### src/rtl/uart_tx_fifo.sv
// UART transmitter with a small write FIFO; frame format set by DATA_BITS/PARITY/STOP_BITS.
// Bit timing comes from an external baud_gen via tx_baud_en / tx_count_baud_ready.
module uart_tx_fifo #(
  parameter int unsigned freq       = 115200,
  parameter int unsigned DATA_BITS  = 8,
  parameter int unsigned PARITY     = 0,
  parameter int unsigned STOP_BITS  = 1,
  parameter int unsigned FIFO_DEPTH = 4,
  parameter int unsigned ADDR_W     = 2
) (
  input  logic                 clk,
  input  logic                 rst,
  input  logic [DATA_BITS-1:0] d_in,
  input  logic                 tx_en,
  input  logic                 tx_count_baud_ready,
  output logic                 tx_baud_en,
  output logic                 seri_out,
  output logic                 start,
  output logic                 busy,
  output logic                 done,
  output logic                 fifo_full,
  output logic                 fifo_empty,
  output logic                 overflow
);

  localparam int unsigned CntW     = ADDR_W + 1;
  localparam logic [2:0]  LastBit  = 3'(DATA_BITS - 1);
  localparam logic        LastStop = 1'(STOP_BITS - 1);

  if (DATA_BITS < 5 || DATA_BITS > 8 || PARITY > 2 || STOP_BITS < 1 || STOP_BITS > 2 ||
      FIFO_DEPTH < 2 || FIFO_DEPTH != (1 << ADDR_W) || freq == 0) begin : g_bad_params
    $error("uart_tx_fifo: illegal parameter set");
  end

  typedef enum logic [2:0] {StIdle, StStart, StData, StPar, StStop} state_e;

  state_e                state_q, state_d;
  logic [DATA_BITS-1:0]  shift_q, shift_d;
  logic [2:0]            bit_cnt_q, bit_cnt_d;
  logic                  stop_cnt_q, stop_cnt_d;
  logic                  par_q, par_d;
  logic                  seri_q, seri_d;
  logic                  baud_en_q, baud_en_d;
  logic                  start_q, start_d;
  logic                  busy_q, busy_d;
  logic                  done_q, done_d;
  logic                  overflow_q, overflow_d;

  logic [DATA_BITS-1:0]  mem_q [FIFO_DEPTH];
  logic [ADDR_W-1:0]     wr_ptr_q, wr_ptr_d, rd_ptr_q, rd_ptr_d;
  logic [CntW-1:0]       count_q, count_d;
  logic                  full_q, full_d, empty_q, empty_d;
  logic                  push, pop;
  logic [DATA_BITS-1:0]  head;

  always_comb begin
    push       = tx_en && !full_q;
    pop        = 1'b0;
    head       = mem_q[rd_ptr_q];
    state_d    = state_q;
    shift_d    = shift_q;
    bit_cnt_d  = bit_cnt_q;
    stop_cnt_d = stop_cnt_q;
    par_d      = par_q;
    seri_d     = seri_q;
    baud_en_d  = baud_en_q;
    busy_d     = busy_q;
    start_d    = 1'b0;
    done_d     = 1'b0;
    overflow_d = tx_en && full_q;

    unique case (state_q)
      StIdle: begin
        seri_d    = 1'b1;
        baud_en_d = 1'b0;
        if (!empty_q) begin
          pop       = 1'b1;
          shift_d   = head;
          bit_cnt_d = 3'd0;
          // Parity latched from the byte as popped, before any shifting.
          par_d     = (^head) ^ (PARITY == 2);
          state_d   = StStart;
          start_d   = 1'b1;
          busy_d    = 1'b1;
          seri_d    = 1'b0;
          baud_en_d = 1'b1;
        end
      end
      StStart: begin
        if (tx_count_baud_ready) begin
          seri_d  = shift_q[0];
          state_d = StData;
        end
      end
      StData: begin
        if (tx_count_baud_ready) begin
          if (bit_cnt_q == LastBit) begin
            stop_cnt_d = 1'b0;
            if (PARITY != 0) begin
              seri_d  = par_q;
              state_d = StPar;
            end else begin
              seri_d  = 1'b1;
              state_d = StStop;
            end
          end else begin
            shift_d   = shift_q >> 1;
            seri_d    = shift_q[1];
            bit_cnt_d = bit_cnt_q + 3'd1;
          end
        end
      end
      StPar: begin
        if (tx_count_baud_ready) begin
          seri_d     = 1'b1;
          stop_cnt_d = 1'b0;
          state_d    = StStop;
        end
      end
      StStop: begin
        if (tx_count_baud_ready) begin
          if (stop_cnt_q == LastStop) begin
            done_d    = 1'b1;
            busy_d    = 1'b0;
            baud_en_d = 1'b0;
            state_d   = StIdle;
          end else begin
            stop_cnt_d = stop_cnt_q + 1'b1;
          end
        end
      end
      default: state_d = StIdle;
    endcase

    wr_ptr_d = push ? wr_ptr_q + ADDR_W'(1) : wr_ptr_q;
    rd_ptr_d = pop  ? rd_ptr_q + ADDR_W'(1) : rd_ptr_q;
    count_d  = count_q + CntW'(push) - CntW'(pop);
    full_d   = (count_d == CntW'(FIFO_DEPTH));
    empty_d  = (count_d == '0);
  end

  always_ff @(posedge clk) begin
    if (push) begin
      mem_q[wr_ptr_q] <= d_in;
    end
  end

  always_ff @(posedge clk) begin
    if (rst) begin
      state_q    <= StIdle;
      shift_q    <= '0;
      bit_cnt_q  <= '0;
      stop_cnt_q <= 1'b0;
      par_q      <= 1'b0;
      seri_q     <= 1'b1;
      baud_en_q  <= 1'b0;
      start_q    <= 1'b0;
      busy_q     <= 1'b0;
      done_q     <= 1'b0;
      overflow_q <= 1'b0;
      wr_ptr_q   <= '0;
      rd_ptr_q   <= '0;
      count_q    <= '0;
      full_q     <= 1'b0;
      empty_q    <= 1'b1;
    end else begin
      state_q    <= state_d;
      shift_q    <= shift_d;
      bit_cnt_q  <= bit_cnt_d;
      stop_cnt_q <= stop_cnt_d;
      par_q      <= par_d;
      seri_q     <= seri_d;
      baud_en_q  <= baud_en_d;
      start_q    <= start_d;
      busy_q     <= busy_d;
      done_q     <= done_d;
      overflow_q <= overflow_d;
      wr_ptr_q   <= wr_ptr_d;
      rd_ptr_q   <= rd_ptr_d;
      count_q    <= count_d;
      full_q     <= full_d;
      empty_q    <= empty_d;
    end
  end

  assign tx_baud_en = baud_en_q;
  assign seri_out   = seri_q;
  assign start      = start_q;
  assign busy       = busy_q;
  assign done       = done_q;
  assign fifo_full  = full_q;
  assign fifo_empty = empty_q;
  assign overflow   = overflow_q;

endmodule

### config.mk
export PLATFORM = sky130hd
export DESIGN_NAME = uart_tx_fifo
export DESIGN_NICKNAME = d
export VERILOG_FILES = /design/src/rtl/uart_tx_fifo.sv
export SDC_FILE = /design/constraint.sdc
export NUM_CORES = 1
export LEC_CHECK = 0
export CORE_UTILIZATION = 51
export CTS_CLUSTER_DIAMETER = 40
export DETAILED_ROUTE_END_ITERATION = 10
export PLACE_DENSITY = 0.74
export SETUP_SLACK_MARGIN = 0.02
export SKIP_LAST_GASP = 1
export SYNTH_ARGS = -nofsm -noshare
export SYNTH_HDL_FRONTEND = slang
export SYNTH_SLANG_ARGS = --single-unit
### constraint.sdc
create_clock -name clk -period 2.3 [get_ports clk]
set_input_delay 0.46 -clock clk [delete_from_list [all_inputs] [get_ports clk]]
set_output_delay 0.46 -clock clk [all_outputs]
set_load 0.005 [all_outputs]
; Word-level counts from Yosys, hierarchy flattened
; Memory sizes are Yosys's and may differ from the RTL's. A register that Yosys moved wholly into a read port is not among the register bits.
; Cells that the tools add are included.
[totals]
ram_bits = 32
output_inout_bits = 8
inputBits = 12
reg_bits = 30
n_memories = 1
elab_cells = 94
[classes]
muxes = 40
reduce_logical = 16
eq_ne = 14
n_bitwise = 2
n_addsub = 6
[memory_table]
columns = name, words, word_bits, rd, rd_clocked_by_memory_dff, write_ports, line_no
row1 = mem_q, 4, 8, 1, 1, 1, 49  ; logic [DATA_BITS-1:0] mem_q [FIFO_DEPTH];
[op_table]
columns = cell, n
row1 = $mux 3, 10
row2 = $mux 8, 3
row3 = $mux 1, 18
row4 = $ne 2x2->1 const B, 8
row5 = $pmux 8 s2, 1
row6 = $pmux 3 s5, 1
row7 = $reduce_and 4->1, 3
row8 = $eq 3x3->1 const B, 3
row9 = $reduce_and 7->1, 1
row10 = $eq 3x2->1 const B, 2
row11 = $logic_not 3->1, 2
row12 = $pmux 3 s2, 1
row13 = $reduce_and 5->1, 1
row14 = $add 2x1->2 const B, 2
row15 = $mux 2, 2
row16 = $pmux 1 s2, 2
row17 = $pmux 1 s4, 1
row18 = $reduce_bool 2->1, 2
row19 = $reduce_bool 4->1, 1
row20 = $add 3x1->3, 1
row21 = $add 3x1->3 const B, 1
row22 = $eq 3x1->1 const B, 1
row23 = $pmux 1 s3, 1
row24 = $reduce_and 3->1, 1
row25 = other kinds (7), 9

; Longest topological paths before layout
; Gate-level depths: netlist of the first run.
[logic_depth]
depth_word = 5
mapped_depth = 11

; Worst setup path after synthesis of the first run
; No wires, ideal clock.
[synth_timing]
path_type = input port to flip-flop
start = input port tx_en
end = register full_q, in the netlist fifo_full
stages = 11
path_buffers = 1
t_required_ns = 2.184
setup_slack_ns = 0.111
t_arrival_ns = 2.073
setup_time_ns = 0.116
path_cell_list = nor2b_1 clkbuf_1 inv_1 ha_1 inv_1 ha_1 inv_1 fa_1 xnor2_1 nor2_1 and3_1
[synth_via]
elab_chain_len = 4
[synth_lines]
columns = element, line_no
row1 = from (decl), 14  ; input logic tx_en,
row2 = $logic_and 1x1->1, 57  ; push = tx_en && !full_q;
row3 = $add 3x1->3, 137  ; count_d = count_q + CntW'(push) - CntW'(pop);
row4 = $sub 3x1->3, 137
row5 = $eq 3x3->1, 138  ; full_d = (count_d == CntW'(FIFO_DEPTH));
row6 = to (signal assigned), 181  ; full_q <= full_d;
row7 = to (decl), 52  ; logic full_q, full_d, empty_q, empty_d;
; Every way passes these cells.
; A chain may end at the register's enable or synchronous reset.

; Worst setup path in the final report of the first run
[layout_timing]
start = register state_q[1]
end = register full_q, in the netlist fifo_full
[layout_via]
elab_chain_len = 4
[layout_lines]
columns = element, line_no
row1 = from (decl), 37  ; state_e state_q, state_d;
row2 = from (signal assigned), 150  ; state_q <= StIdle;
row3 = from (signal assigned), 167  ; state_q <= state_d;
row4 = $logic_not 3->1, 72  ; unique case (state_q)
row5 = $mux 1, -
row6 = net pop, 53  ; logic push, pop;
row7 = $sub 3x1->3, 137
row8 = $eq 3x3->1, 138
; The timed path passes the listed nets, and every way through them passes these cells.

==> results of run 1 <==
stage by stage:
| stage | setup TNS, ps | std cells |
|---|---|---|
| after floorplan | 0 | 200 |
| after global placement | -500 | 284 |
| after detailed placement | -784 | 284 |
| after CTS | 0 | 300 |
| after global routing | 0 | 300 |
| final | 0 | 300 |
worst min-delay path by stage:
stage                               from                  end  slack, ps  cells past startpoint
floorplan           fifo_full$_SDFF_PP0_  overflow$_SDFF_PP0_        450                      2
global placement       busy$_SDFFE_PP0P_    busy$_SDFFE_PP0P_        460                      2
detailed placement     busy$_SDFFE_PP0P_    busy$_SDFFE_PP0P_        460                      2
CTS                    busy$_SDFFE_PP0P_    busy$_SDFFE_PP0P_        470                      2
global route                       tx_en  overflow$_SDFF_PP0_        420                      3
finish                             tx_en  overflow$_SDFF_PP0_        400                      3
layout by cell type, fill, tap and decap left out, drive strengths merged, types with 3 or more instances in the layout:
cell type	instances
nand2	20
nand2b	3
o21ai	6
edfxtp	32
nor2	24
and2	4
nor3	4
mux4	8
xnor2	3
clkinv	4
buf	10
dfxtp	31
a21oi	11
ha	8
a311oi	7
inv	9
clkbuf	10
clkdlybuf4s50	18
layout make-up:
cell class                 instances  area [µm²]  area share [%]
clock buffer                      10         128            4.19
clock inverter                     6        37.5            1.23
tap                               67        83.8            2.75
sequential                        63        1580            51.9
inverter                           9        33.8            1.11
multi-input combinational        116         905            29.7
timing repair buffer              29         280            9.19
power by group through the flow:
| stage | registers, W | clock network [W] | logic [W] |
|---|---|---|---|
| 2_1_floorplan | 0.00158 | 0 | 0.000873 |
| 3_3_place_gp | 0.00164 | 0 | 0.00109 |
| 3_5_place_dp | 0.00165 | 0 | 0.00112 |
| 4_1_cts | 0.00163 | 0.000826 | 0.00113 |
| 5_1_grt | 0.00166 | 0.000876 | 0.00126 |
| 6_report | 0.00163 | 0.000803 | 0.00112 |
cell usage after synthesis, types with 4 or more instances:
cell type / instances / area, µm²
and2_1: 4 / 25.0
dfxtp_1: 31 / 621
nand2_1: 20 / 75.1
a21oi_1: 11 / 55.1
edfxtp_1: 32 / 961
clkbuf_1: 5 / 18.8
inv_1: 8 / 30.0
a311oi_2: 7 / 105
mux4_2: 8 / 180
nor2_1: 24 / 90.1
o21ai_0: 6 / 30.0
ha_1: 8 / 100
cells by family (layout without fill, tap and decap cells):
| family | count (synthesis) | in the layout | synth area share (%) |
|---|---|---|---|
| muxes | 10 | 10 | 7.82 |
| xor gates and xnor gates | 5 | 5 | 1.70 |
| AOI/OAI and AO/OA | 26 | 26 | 8.25 |
| buffers and inverters | 21 | 54 | 3.83 |
| adders and majority gates | 9 | 9 | 4.66 |
| and+or+nand+nor | 66 | 66 | 12.4 |
| DFF | 63 | 63 | 61.4 |
state kept, by name, summed over array words and instances, names as in the netlist, 2 cells and up, named ones only:
name and flops:
mem_q 32, wr_ptr_q 2, state_q 3, bit_cnt_q 3
rd_ptr_q 2, count_q 3, shift_q 8
routing by layer:
metal  GRT usage [%]  vias up  wire length (µm)
met2            25.4       32              1810
met5               0        -                 0
met3            7.04        5               184
met1            23.6      746              2020
li1                -      768                 -
met4            8.50        0                48
worst max-delay path: stages (launching register included):
cell and delay (ps):
dfxtp_1 340, nor4_4 310, ha_1 280, inv_1 60
ha_1 120, inv_1 40, fa_1 370, xnor2_1 140
nor2_1 70, and3_1 190
==> results by group, run 1 <==
Floorplan
  • DIE AREA: 5340 µm²
  • FP Rows: 25
  • Die W: 73.1 µm
  • Initial Util: 53.9%
  • Core area: 4790 µm²
  • I/O pins: 20
  • Die Height: 73.1 µm

Worst setup path
  • FF-to-FF path depth: 9
  • Crit Reg-Reg Startpoint: state_q[1]$_SDFFE_PP0P_
  • Crit Path Class: reg -> reg
  • Crit path DAT: 2260 ps
  • CP Launch Type: flop
  • Worst reg-to-reg setup slack: 270 ps
  • Critical path endpoint category: flop
  • CP Capture Point: fifo_full$_SDFF_PP0_
  • Worst-path maximum fanout: 3
  • Worst r2r dst: fifo_full$_SDFF_PP0_
  • CP Launch Point: state_q[1]$_SDFFE_PP0P_
  • Req. time, crit path: 2530 ps

Clocking
  • Max Root-Sink Buffers: 2
  • CTS Sinks: 63
  • Worst-Skew Late Latency: 340 ps
  • TritonCTS buffer count: 9
  • Clk root buf: clkbuf_8
  • CTS H-tree depth: 3
  • CTS tree: built
  • Clk pin slew, worst setup/hold paths: 70 ps
  • Post-CTS Setup Inserts: 0
  • CTS resizes: 0
  • Post-CTS Hold Buffers: 0

Yosys
  • Post-Syn Nets: 221
  • Yosys reg bits: 63
  • YS warnings: 0
  • Syn Inst Count: 200
  • Mapped Area: 2580 µm²
  • Asr flop ratio synth: 0%
  • Mean Syn Cell Area: 12.9 µm²
  • Netlist cell types: 35
  • Most used DFF post-synth: edfxtp_1
  • Seq/Total Area, Yosys: 61.4%
  • Post-synth EDFFs: 32

STA
  • Final WS setup: 269 ps
  • F_max: 492 MHz
  • Max Slew Vio Count: 0
  • Count of final hold-check violations: 0
  • Unrepaired setup endpoints after global routing: no
  • Skew final: 11.8 ps
  • Period utilization: 88.3%
  • Relative slew margins: 61.2%
  • Final setup fails: 0
  • Hold WS: 404 ps
  • Worst-margin pin slew: 578 ps
  • Minimum clock period: 2030 ps

Cells and area
  • Design Area, Final: 3050 µm²
  • Synth-to-layout area growth: 18.3%
  • Fill cells: 374
  • Layout cells sized above 1: 19.3%
  • Inserted Diodes: 0
  • Layout Nets: 249
  • Layout Utilization: 63.7%

Run
  • Maxcap violations: 0

GRT
  • GRT Overall Usage: 17.7%
  • Initial antenna violation count: 0
  • Largest net degree at the start of global routing: 21
  • First-pass GRT wire length: 6.61 mm
  • Vias in the first global route: 1434
  • GR Overflow Total: 0

Detailed routing
  • Residual DRC: 0
  • Via/cell ratio: 5.17
  • Initial DRC Count: 85
  • Wirelength per Cell: 13.5 µm
  • ANT nets after route: 0
  • DR pass1 iterations: 4
  • Final wirelength: 4.06 mm
  • Via count: 1551

Power
  • Sw Pwr: 0.00113 W
  • PwrDens: 1160 nW/µm²
  • Logic pwr share: 31.6%
  • Leakage power: 1.12 nW
  • Internal power: 0.00242 W
  • Switching Share: 31.9%
  • Flop pwr share: 45.8%
  • Clock power share: 22.6%
  • Pwr Total: 0.00355 W
  • VDD IR max: 0.538 mV

Place
  • Post-detail-place hpwl: 2.67 mm
  • Post-DP Area: 2870 µm²
  • Pre-CTS WS: -322 ps
  • GPL Wtd Cong: 0.822
  • PortBufs: 19

Run status
  • Status: completed

Min path
  • Worst Hold Class: in -> reg
Power figures use the tool's default switching activity.
==> run 2: changes to the inputs <==
SLEW_MARGIN = 20   (was default)
==> results of run 2 <==
Same layout as run 1: the final DEF is identical, and so are final timing and power.
